<file path="src/rtl/imm_gen_sequencer_if.sv">
// Bus between the immediate-generator sequencer and its surroundings:
// the instruction intake, the generator operand/result fields, and the result output.
interface imm_gen_sequencer_if;
  // Valid/ready: a transfer happens on a rising edge where valid and ready are both high.
  // A source holding valid keeps its payload stable until that edge. A sink may drop
  // ready at any time. Neither side waits on the other's signal combinationally.
  logic        in_valid;
  logic        in_ready;
  logic [31:0] instr;
  logic        flush;
  logic [2:0]  immsrc;
  logic [19:0] inx20;
  logic [11:0] inx12;
  logic [31:0] imm_in;
  logic        out_valid;
  logic        out_ready;
  logic [31:0] imm_value;
  logic [2:0]  imm_type;
  logic        err;

  modport slave (
    input  in_valid, instr, flush, imm_in, out_ready,
    output in_ready, immsrc, inx20, inx12, out_valid, imm_value, imm_type, err
  );

  modport master (
    output in_valid, instr, flush, imm_in, out_ready,
    input  in_ready, immsrc, inx20, inx12, out_valid, imm_value, imm_type, err
  );
endinterface

</file>
<file path="src/rtl/imm_gen_sequencer.sv">
// Front-end controller for the registered immediate generator: decodes an instruction,
// drives the generator fields for IMM_LAT edges, captures the result and hands it on.
module imm_gen_sequencer #(
  parameter int IMM_LAT = 1
) (
  input  logic               clk,
  input  logic               rst,
  imm_gen_sequencer_if.slave bus,
  output logic [1:0]         state_o
);

  localparam int CNT_W = (IMM_LAT < 2) ? 1 : $clog2(IMM_LAT + 1);

  typedef enum logic [1:0] {
    IDLE = 2'd0,
    GEN  = 2'd1,
    CAPT = 2'd2,
    HOLD = 2'd3
  } state_t;

  state_t           state_q, state_d;
  logic [CNT_W-1:0] cnt_q, cnt_d;
  logic [2:0]       immsrc_q, immsrc_d;
  logic [19:0]      inx20_q, inx20_d;
  logic [11:0]      inx12_q, inx12_d;
  logic [31:0]      imm_value_q, imm_value_d;
  logic [2:0]       imm_type_q, imm_type_d;
  logic             err_q, err_d;

  logic             dec_legal;
  logic [2:0]       dec_src;
  logic [11:0]      dec_inx12;

  // Opcode to generator format; funct3 001/101 of OP-IMM are shifts (5-bit shamt).
  always_comb begin
    dec_legal = 1'b1;
    dec_src   = 3'd0;
    case (bus.instr[6:0])
      7'b0110111, 7'b0010111: dec_src = 3'd0;
      7'b1101111:             dec_src = 3'd1;
      7'b0000011, 7'b1100111: dec_src = 3'd4;
      7'b0100011:             dec_src = 3'd5;
      7'b1100011:             dec_src = 3'd6;
      7'b0010011: begin
        if (bus.instr[14:12] == 3'b001 || bus.instr[14:12] == 3'b101) begin
          dec_src = 3'd3;
        end else begin
          dec_src = 3'd2;
        end
      end
      default:                dec_legal = 1'b0;
    endcase
  end

  always_comb begin
    dec_inx12 = 12'd0;
    case (dec_src)
      3'd2, 3'd3, 3'd4: dec_inx12 = bus.instr[31:20];
      3'd5:             dec_inx12 = {bus.instr[31:25], bus.instr[11:7]};
      3'd6:             dec_inx12 = {bus.instr[31], bus.instr[30:25], bus.instr[11:8], bus.instr[7]};
      default:          dec_inx12 = 12'd0;
    endcase
  end

  always_comb begin
    state_d     = state_q;
    cnt_d       = cnt_q;
    immsrc_d    = immsrc_q;
    inx20_d     = inx20_q;
    inx12_d     = inx12_q;
    imm_value_d = imm_value_q;
    imm_type_d  = imm_type_q;
    err_d       = err_q;
    if (bus.flush) begin
      // Abort wins over any accept; generator fields stay as they were.
      state_d = IDLE;
      err_d   = 1'b0;
    end else begin
      case (state_q)
        IDLE: begin
          if (bus.in_valid) begin
            if (dec_legal) begin
              immsrc_d = dec_src;
              inx20_d  = bus.instr[31:12];
              inx12_d  = dec_inx12;
              cnt_d    = CNT_W'(IMM_LAT);
              state_d  = GEN;
            end else begin
              imm_value_d = 32'd0;
              imm_type_d  = 3'd0;
              err_d       = 1'b1;
              state_d     = HOLD;
            end
          end
        end
        GEN: begin
          cnt_d = cnt_q - CNT_W'(1);
          if (cnt_q == CNT_W'(1)) begin
            state_d = CAPT;
          end
        end
        CAPT: begin
          imm_value_d = bus.imm_in;
          imm_type_d  = immsrc_q;
          err_d       = 1'b0;
          state_d     = HOLD;
        end
        HOLD: begin
          if (bus.out_ready) begin
            state_d = IDLE;
          end
        end
        default: state_d = IDLE;
      endcase
    end
  end

  always_ff @(posedge clk) begin
    if (rst) begin
      state_q     <= IDLE;
      cnt_q       <= '0;
      immsrc_q    <= 3'd0;
      inx20_q     <= 20'd0;
      inx12_q     <= 12'd0;
      imm_value_q <= 32'd0;
      imm_type_q  <= 3'd0;
      err_q       <= 1'b0;
    end else begin
      state_q     <= state_d;
      cnt_q       <= cnt_d;
      immsrc_q    <= immsrc_d;
      inx20_q     <= inx20_d;
      inx12_q     <= inx12_d;
      imm_value_q <= imm_value_d;
      imm_type_q  <= imm_type_d;
      err_q       <= err_d;
    end
  end

  assign bus.in_ready  = (state_q == IDLE);
  assign bus.out_valid = (state_q == HOLD);
  assign bus.immsrc    = immsrc_q;
  assign bus.inx20     = inx20_q;
  assign bus.inx12     = inx12_q;
  assign bus.imm_value = imm_value_q;
  assign bus.imm_type  = imm_type_q;
  assign bus.err       = err_q;
  assign state_o       = state_q;

endmodule
</file>
<file path="src/flat_wrapper.sv">
// flat-port wrapper written by rule: the top's interface ports become plain ports
module imm_gen_sequencer_flat 
#(
  parameter int IMM_LAT = 1
)
  (clk, rst, state_o, bus_in_valid, bus_instr, bus_flush, bus_imm_in, bus_out_ready, bus_in_ready, bus_immsrc, bus_inx20, bus_inx12, bus_out_valid, bus_imm_value, bus_imm_type, bus_err);
  imm_gen_sequencer_if bus_i ();
  input  logic clk;
  input  logic rst;
  output logic [1:0] state_o;
  input wire logic [$bits(bus_i.in_valid)-1:0] bus_in_valid;
  input wire logic [$bits(bus_i.instr)-1:0] bus_instr;
  input wire logic [$bits(bus_i.flush)-1:0] bus_flush;
  input wire logic [$bits(bus_i.imm_in)-1:0] bus_imm_in;
  input wire logic [$bits(bus_i.out_ready)-1:0] bus_out_ready;
  output wire logic [$bits(bus_i.in_ready)-1:0] bus_in_ready;
  output wire logic [$bits(bus_i.immsrc)-1:0] bus_immsrc;
  output wire logic [$bits(bus_i.inx20)-1:0] bus_inx20;
  output wire logic [$bits(bus_i.inx12)-1:0] bus_inx12;
  output wire logic [$bits(bus_i.out_valid)-1:0] bus_out_valid;
  output wire logic [$bits(bus_i.imm_value)-1:0] bus_imm_value;
  output wire logic [$bits(bus_i.imm_type)-1:0] bus_imm_type;
  output wire logic [$bits(bus_i.err)-1:0] bus_err;
  assign bus_i.in_valid = bus_in_valid;
  assign bus_i.instr = bus_instr;
  assign bus_i.flush = bus_flush;
  assign bus_i.imm_in = bus_imm_in;
  assign bus_i.out_ready = bus_out_ready;
  assign bus_in_ready = bus_i.in_ready;
  assign bus_immsrc = bus_i.immsrc;
  assign bus_inx20 = bus_i.inx20;
  assign bus_inx12 = bus_i.inx12;
  assign bus_out_valid = bus_i.out_valid;
  assign bus_imm_value = bus_i.imm_value;
  assign bus_imm_type = bus_i.imm_type;
  assign bus_err = bus_i.err;
  imm_gen_sequencer #(.IMM_LAT(IMM_LAT)) u_core (.clk(clk), .rst(rst), .bus(bus_i), .state_o(state_o));
endmodule
</file>
<file path="config.mk">
export PLATFORM = sky130hd
export DESIGN_NAME = imm_gen_sequencer_flat
export DESIGN_NICKNAME = d
export VERILOG_FILES = /design/src/rtl/imm_gen_sequencer_if.sv /design/src/rtl/imm_gen_sequencer.sv /design/src/flat_wrapper.sv
export SDC_FILE = /design/constraint.sdc
export NUM_CORES = 1
export LEC_CHECK = 0
export BUFFER_PORTS_ARGS = -buffer_cell sky130_fd_sc_hd__buf_2
export CAP_MARGIN = 20
export CORE_MARGIN = 5
export CORE_UTILIZATION = 45
export CTS_CLUSTER_SIZE = 14
export DETAILED_ROUTE_END_ITERATION = 16
export PLACE_DENSITY_LB_ADDON = 0.08
export SLEW_MARGIN = 20
export SYNTH_ARGS = -nofsm -noshare
export SYNTH_HDL_FRONTEND = slang
export SYNTH_SLANG_ARGS = --single-unit
</file>
<file path="constraint.sdc">
create_clock -name clk -period 2.6 [get_ports clk]
set_clock_uncertainty 0.2 [all_clocks]
set_input_delay 0.13 -clock clk [delete_from_list [all_inputs] [get_ports clk]]
set_output_delay 0.13 -clock clk [all_outputs]
set_load 0.05 [all_outputs]
</file>
==> impl_metrics.ini <==
[run_status]
run_status = finished clean

[detailed_routing]
via_count = 2921
drtPass1Iterations = 4
post-route-drc-count = 0
wl_per_cell_um = 15.4
routed_via_density = 5.04
wl_um = 8930
detailedRoute.firstIterationViolations = 124
ant_nets = 0

[layout]
most_common_library_cell_in_the_layout_ignoring_fill_and_taps = buf_2
final_layout_size_suffix_gt1_share_pct = 34.1
num_antenna_cells = 0
layout-area-overhead-vs-synth_pct = 57.6
nets = 574
final_util_pct = 73.7
top_library_cells_by_usage_in_the_layout_fill_and_taps_aside = buf_2 (143), dfxtp_1 (74), nand2_1 (63)
layout.filler_cells = 445

[worst_setup_path]
crit_type = reg -> reg
worst-endpoint-required_ns = 2.66
reg2reg_to = u_core.bus.inx12[4]
r2r-start = u_core.state_o[0]
crit_path_cell_trace = inv_1 > ha_2 > and3b_1 > o2111ai_1 > a31oi_1 > nand2_1 > a21oi_1
path_max_fanout = 12
timing.critical_path.from_type = flip-flop
worst-r2r-setup-slack_ns = 0.38
timing.reg2reg.worst_path_depth = 7
setup.worst_path.end_class = flip-flop
worst_path_max_delay_cell = a31oi_1
cpPeakStageDelay_ns = 0.42
crit_path_arrival_time_ns = 2.28

[clock_tree]
clk-insertion-delay-late_ns = 0.33
clock_tree.root_cell = clkbuf_8
htreeDepth = 3
cts-root-to-sink-buffers = 2
cts_sinks = 74
cts_tree = yes
cts-buffers-inserted = 9
clkSlewWorstSetupHoldPaths_ns = 0.08
post_cts.resized_instances = 0

[floorplan]
placement_rows = 28
die_area_um2 = 7910
initial_utilization_pct = 46.8
io_pins = 144
floorplan.die.height_um = 88.9
die_x_um = 88.9
placeableCoreArea_um2 = 5990

[sta]
final_period_util_pct = 85.3
finalWorstPathRequiredPeriod_ns = 2.22
max_clock_freq_ghz = 0.451
worst_slew_margin_rel_pct = 51.6
tightest_slew_ns = 0.725
setup_violations = 0
grt_setup_unrepaired = no
timing.final.max_slew_violations = 0
totalNegativeSetupSlack_ns = 0
finalHoldViolCount = 0

[placed_design]
post-dp-hpwl_um = 5380
placement.io_buffers = 143
routability_cong = 0.808

[synth]
syn-cell-area_um2 = 2800
synth_seq_area_share_pct = 52.9
mappedNetlistNets = 373
synthesis.yosys.warnings = 0
yosys.cell_types.count = 38
yosys_register_bits = 74
avgSynthCellArea_um2 = 9.34
post_synth_inst_count = 300

[hold_path]
min-delay-start = bus_in_valid
min_delay_worst_endpoint = u_core.cnt_q
whs_path_depth = 4
hp-class = in -> reg

[grt]
gr-usage-all-layers_pct = 21.7
first_global_vias = 2834
wire_length_of_the_first_global_routing_pass_um = 13400
grt_start_max_net_pins = 38
grt_antenna_before_repair = 0
grt_overflow = 0

[pwr]
static-leakage-power_uw = 0.00205
total_power_per_unit_cell_area_nw_per_um2 = 580
peakVddDrop_v = 0.000455

[job]
max_cap_violations = 0
[critical path: cells and delay by family, from the launching register on]
| kind | cells | cell delay, ns |
|---|---|---|
| AO/OA/AOI/OAI | 3 | 0.74 |
| AND/OR/NAND/NOR | 2 | 0.45 |
| flip-flops | 1 | 0.35 |
| adder cells (fa/ha/maj) | 1 | 0.32 |
| buffers and inverters | 1 | 0.09 |
[state kept, by name, summed over array words and instances (netlist names)]
register              count
u_core.cnt_q              1
u_core.state_o            2
u_core.bus.imm_type       3
u_core.bus.imm_value     32
u_core.bus.inx20         20
u_core.bus.inx12         12
u_core.bus.immsrc         3
u_core.bus.err            1
[area by class of cell]
cell class / count / area, µm² / share of cell area, %
sequential: 74 / 1480 / 33.5
timing repair buffer: 211 / 1370 / 31.1
multi-input combinational: 198 / 1200 / 27.2
clock buffer: 9 / 124 / 2.80
clock inverter: 6 / 115 / 2.61
tap: 75 / 93.8 / 2.12
inverter: 7 / 26.3 / 0.595
[cells in the mapped netlist]
cell type   n  area share [%]
inv_1       7            0.94
and2_1      2            0.45
a211oi_1    2            0.54
buf_6       3             1.2
a21o_1      1            0.27
and3b_1     3            0.94
nand3_1     9             1.6
nor2_1      8             1.1
o2111ai_1   1            0.31
and4b_1     1            0.36
a311oi_1    1            0.31
a31oi_1     2            0.45
clkbuf_1   12             1.6
nand2_1    63             8.4
buf_1       1            0.13
ha_1        4             1.8
nor2b_1     1            0.22
a221oi_2    1            0.54
nor3_1      3            0.54
or2_2       1            0.22
mux2i_1     2            0.71
nand3b_1    1            0.27
buf_2       5            0.89
nor3b_1     2            0.54
a21oi_1    39             7.0
a211o_1     1            0.31
nor4bb_1    1            0.36
a22o_1     35              11
o211ai_1    1            0.27
and3_1      1            0.22
dfxtp_1    74              53
o21ai_0     2            0.36
or3_1       1            0.22
a22oi_1     5             1.3
a32oi_1     1            0.31
a211oi_4    1            0.71
and4bb_1    1            0.45
a222oi_1    1            0.36
[cell families (layout without fill, tap and decap cells)]
logic type / after synthesis / after routing / synth area share, %
buffers and inverters: 28 / 233 / 4.78
flip-flops: 74 / 74 / 52.9
AND/OR/NAND/NOR: 98 / 98 / 15.9
AO/OA/AOI/OAI: 94 / 94 / 24.0
adder cells (fa/ha/maj): 4 / 4 / 1.79
multiplexers: 2 / 2 / 0.714
[per-stage QoR]
stage | instance area [µm²] | std cells | hold WS [ns] | worst slack [ns] | total power [µW]
floorplan | 2810 | 300 | 0.0626 | 0.0118 | 1360
global placement | 3590 | 506 | 0.146 | 0.500 | 1450
detailed placement | 3590 | 506 | 0.149 | 0.413 | 1450
CTS | 4420 | 580 | 0.00238 | 0.411 | 2580
global route | 4420 | 580 | 0.0403 | 0.167 | 2660
finish | 4420 | 580 | 0.0193 | 0.383 | 2560
[where the power goes]
| group | leakage, µW | internal [µW] | switching (µW) | total (µW) |
|---|---|---|---|---|
| clock network | 0.000116 | 637 | 423 | 1060 |
| logic | 0.00134 | 152 | 191 | 343 |
| registers | 0.000597 | 1150 | 11.3 | 1160 |
[worst max-delay path by stage]
stage / from / endpoint / slack [ns]
4_1_cts: u_core.state_o[0] / u_core.bus.inx12[4] / 0.41
2_1_floorplan: u_core.state_o[0] / u_core.bus.inx20[10] / 0.01
5_1_grt: u_core.state_o[1] / u_core.bus.inx12[4] / 0.17
6_report: u_core.state_o[0] / u_core.bus.inx12[4] / 0.38
3_5_place_dp: u_core.state_o[0] / u_core.bus.inx12[4] / 0.41
3_3_place_gp: u_core.state_o[0] / u_core.bus.inx12[2] / 0.50
[repair_timing]
action | in CTS | in global routing
buffers inserted | 0 | 0
hold buffers | 59 | 0
endpoints found under the hold margin | 68 | 0
[metal layers]
| layer | up-vias | part of all wire (%) | track usage, % |
|---|---|---|---|
| met2 | 107 | 50 | 38.9 |
| met3 | 12 | 8.5 | 4.88 |
| met4 | 0 | 1.5 | 7.83 |
| met5 | - | 0 | 0 |
| li1 | 1469 | - | - |
| met1 | 1333 | 40 | 25.4 |
(Power assumes the default switching activity.)
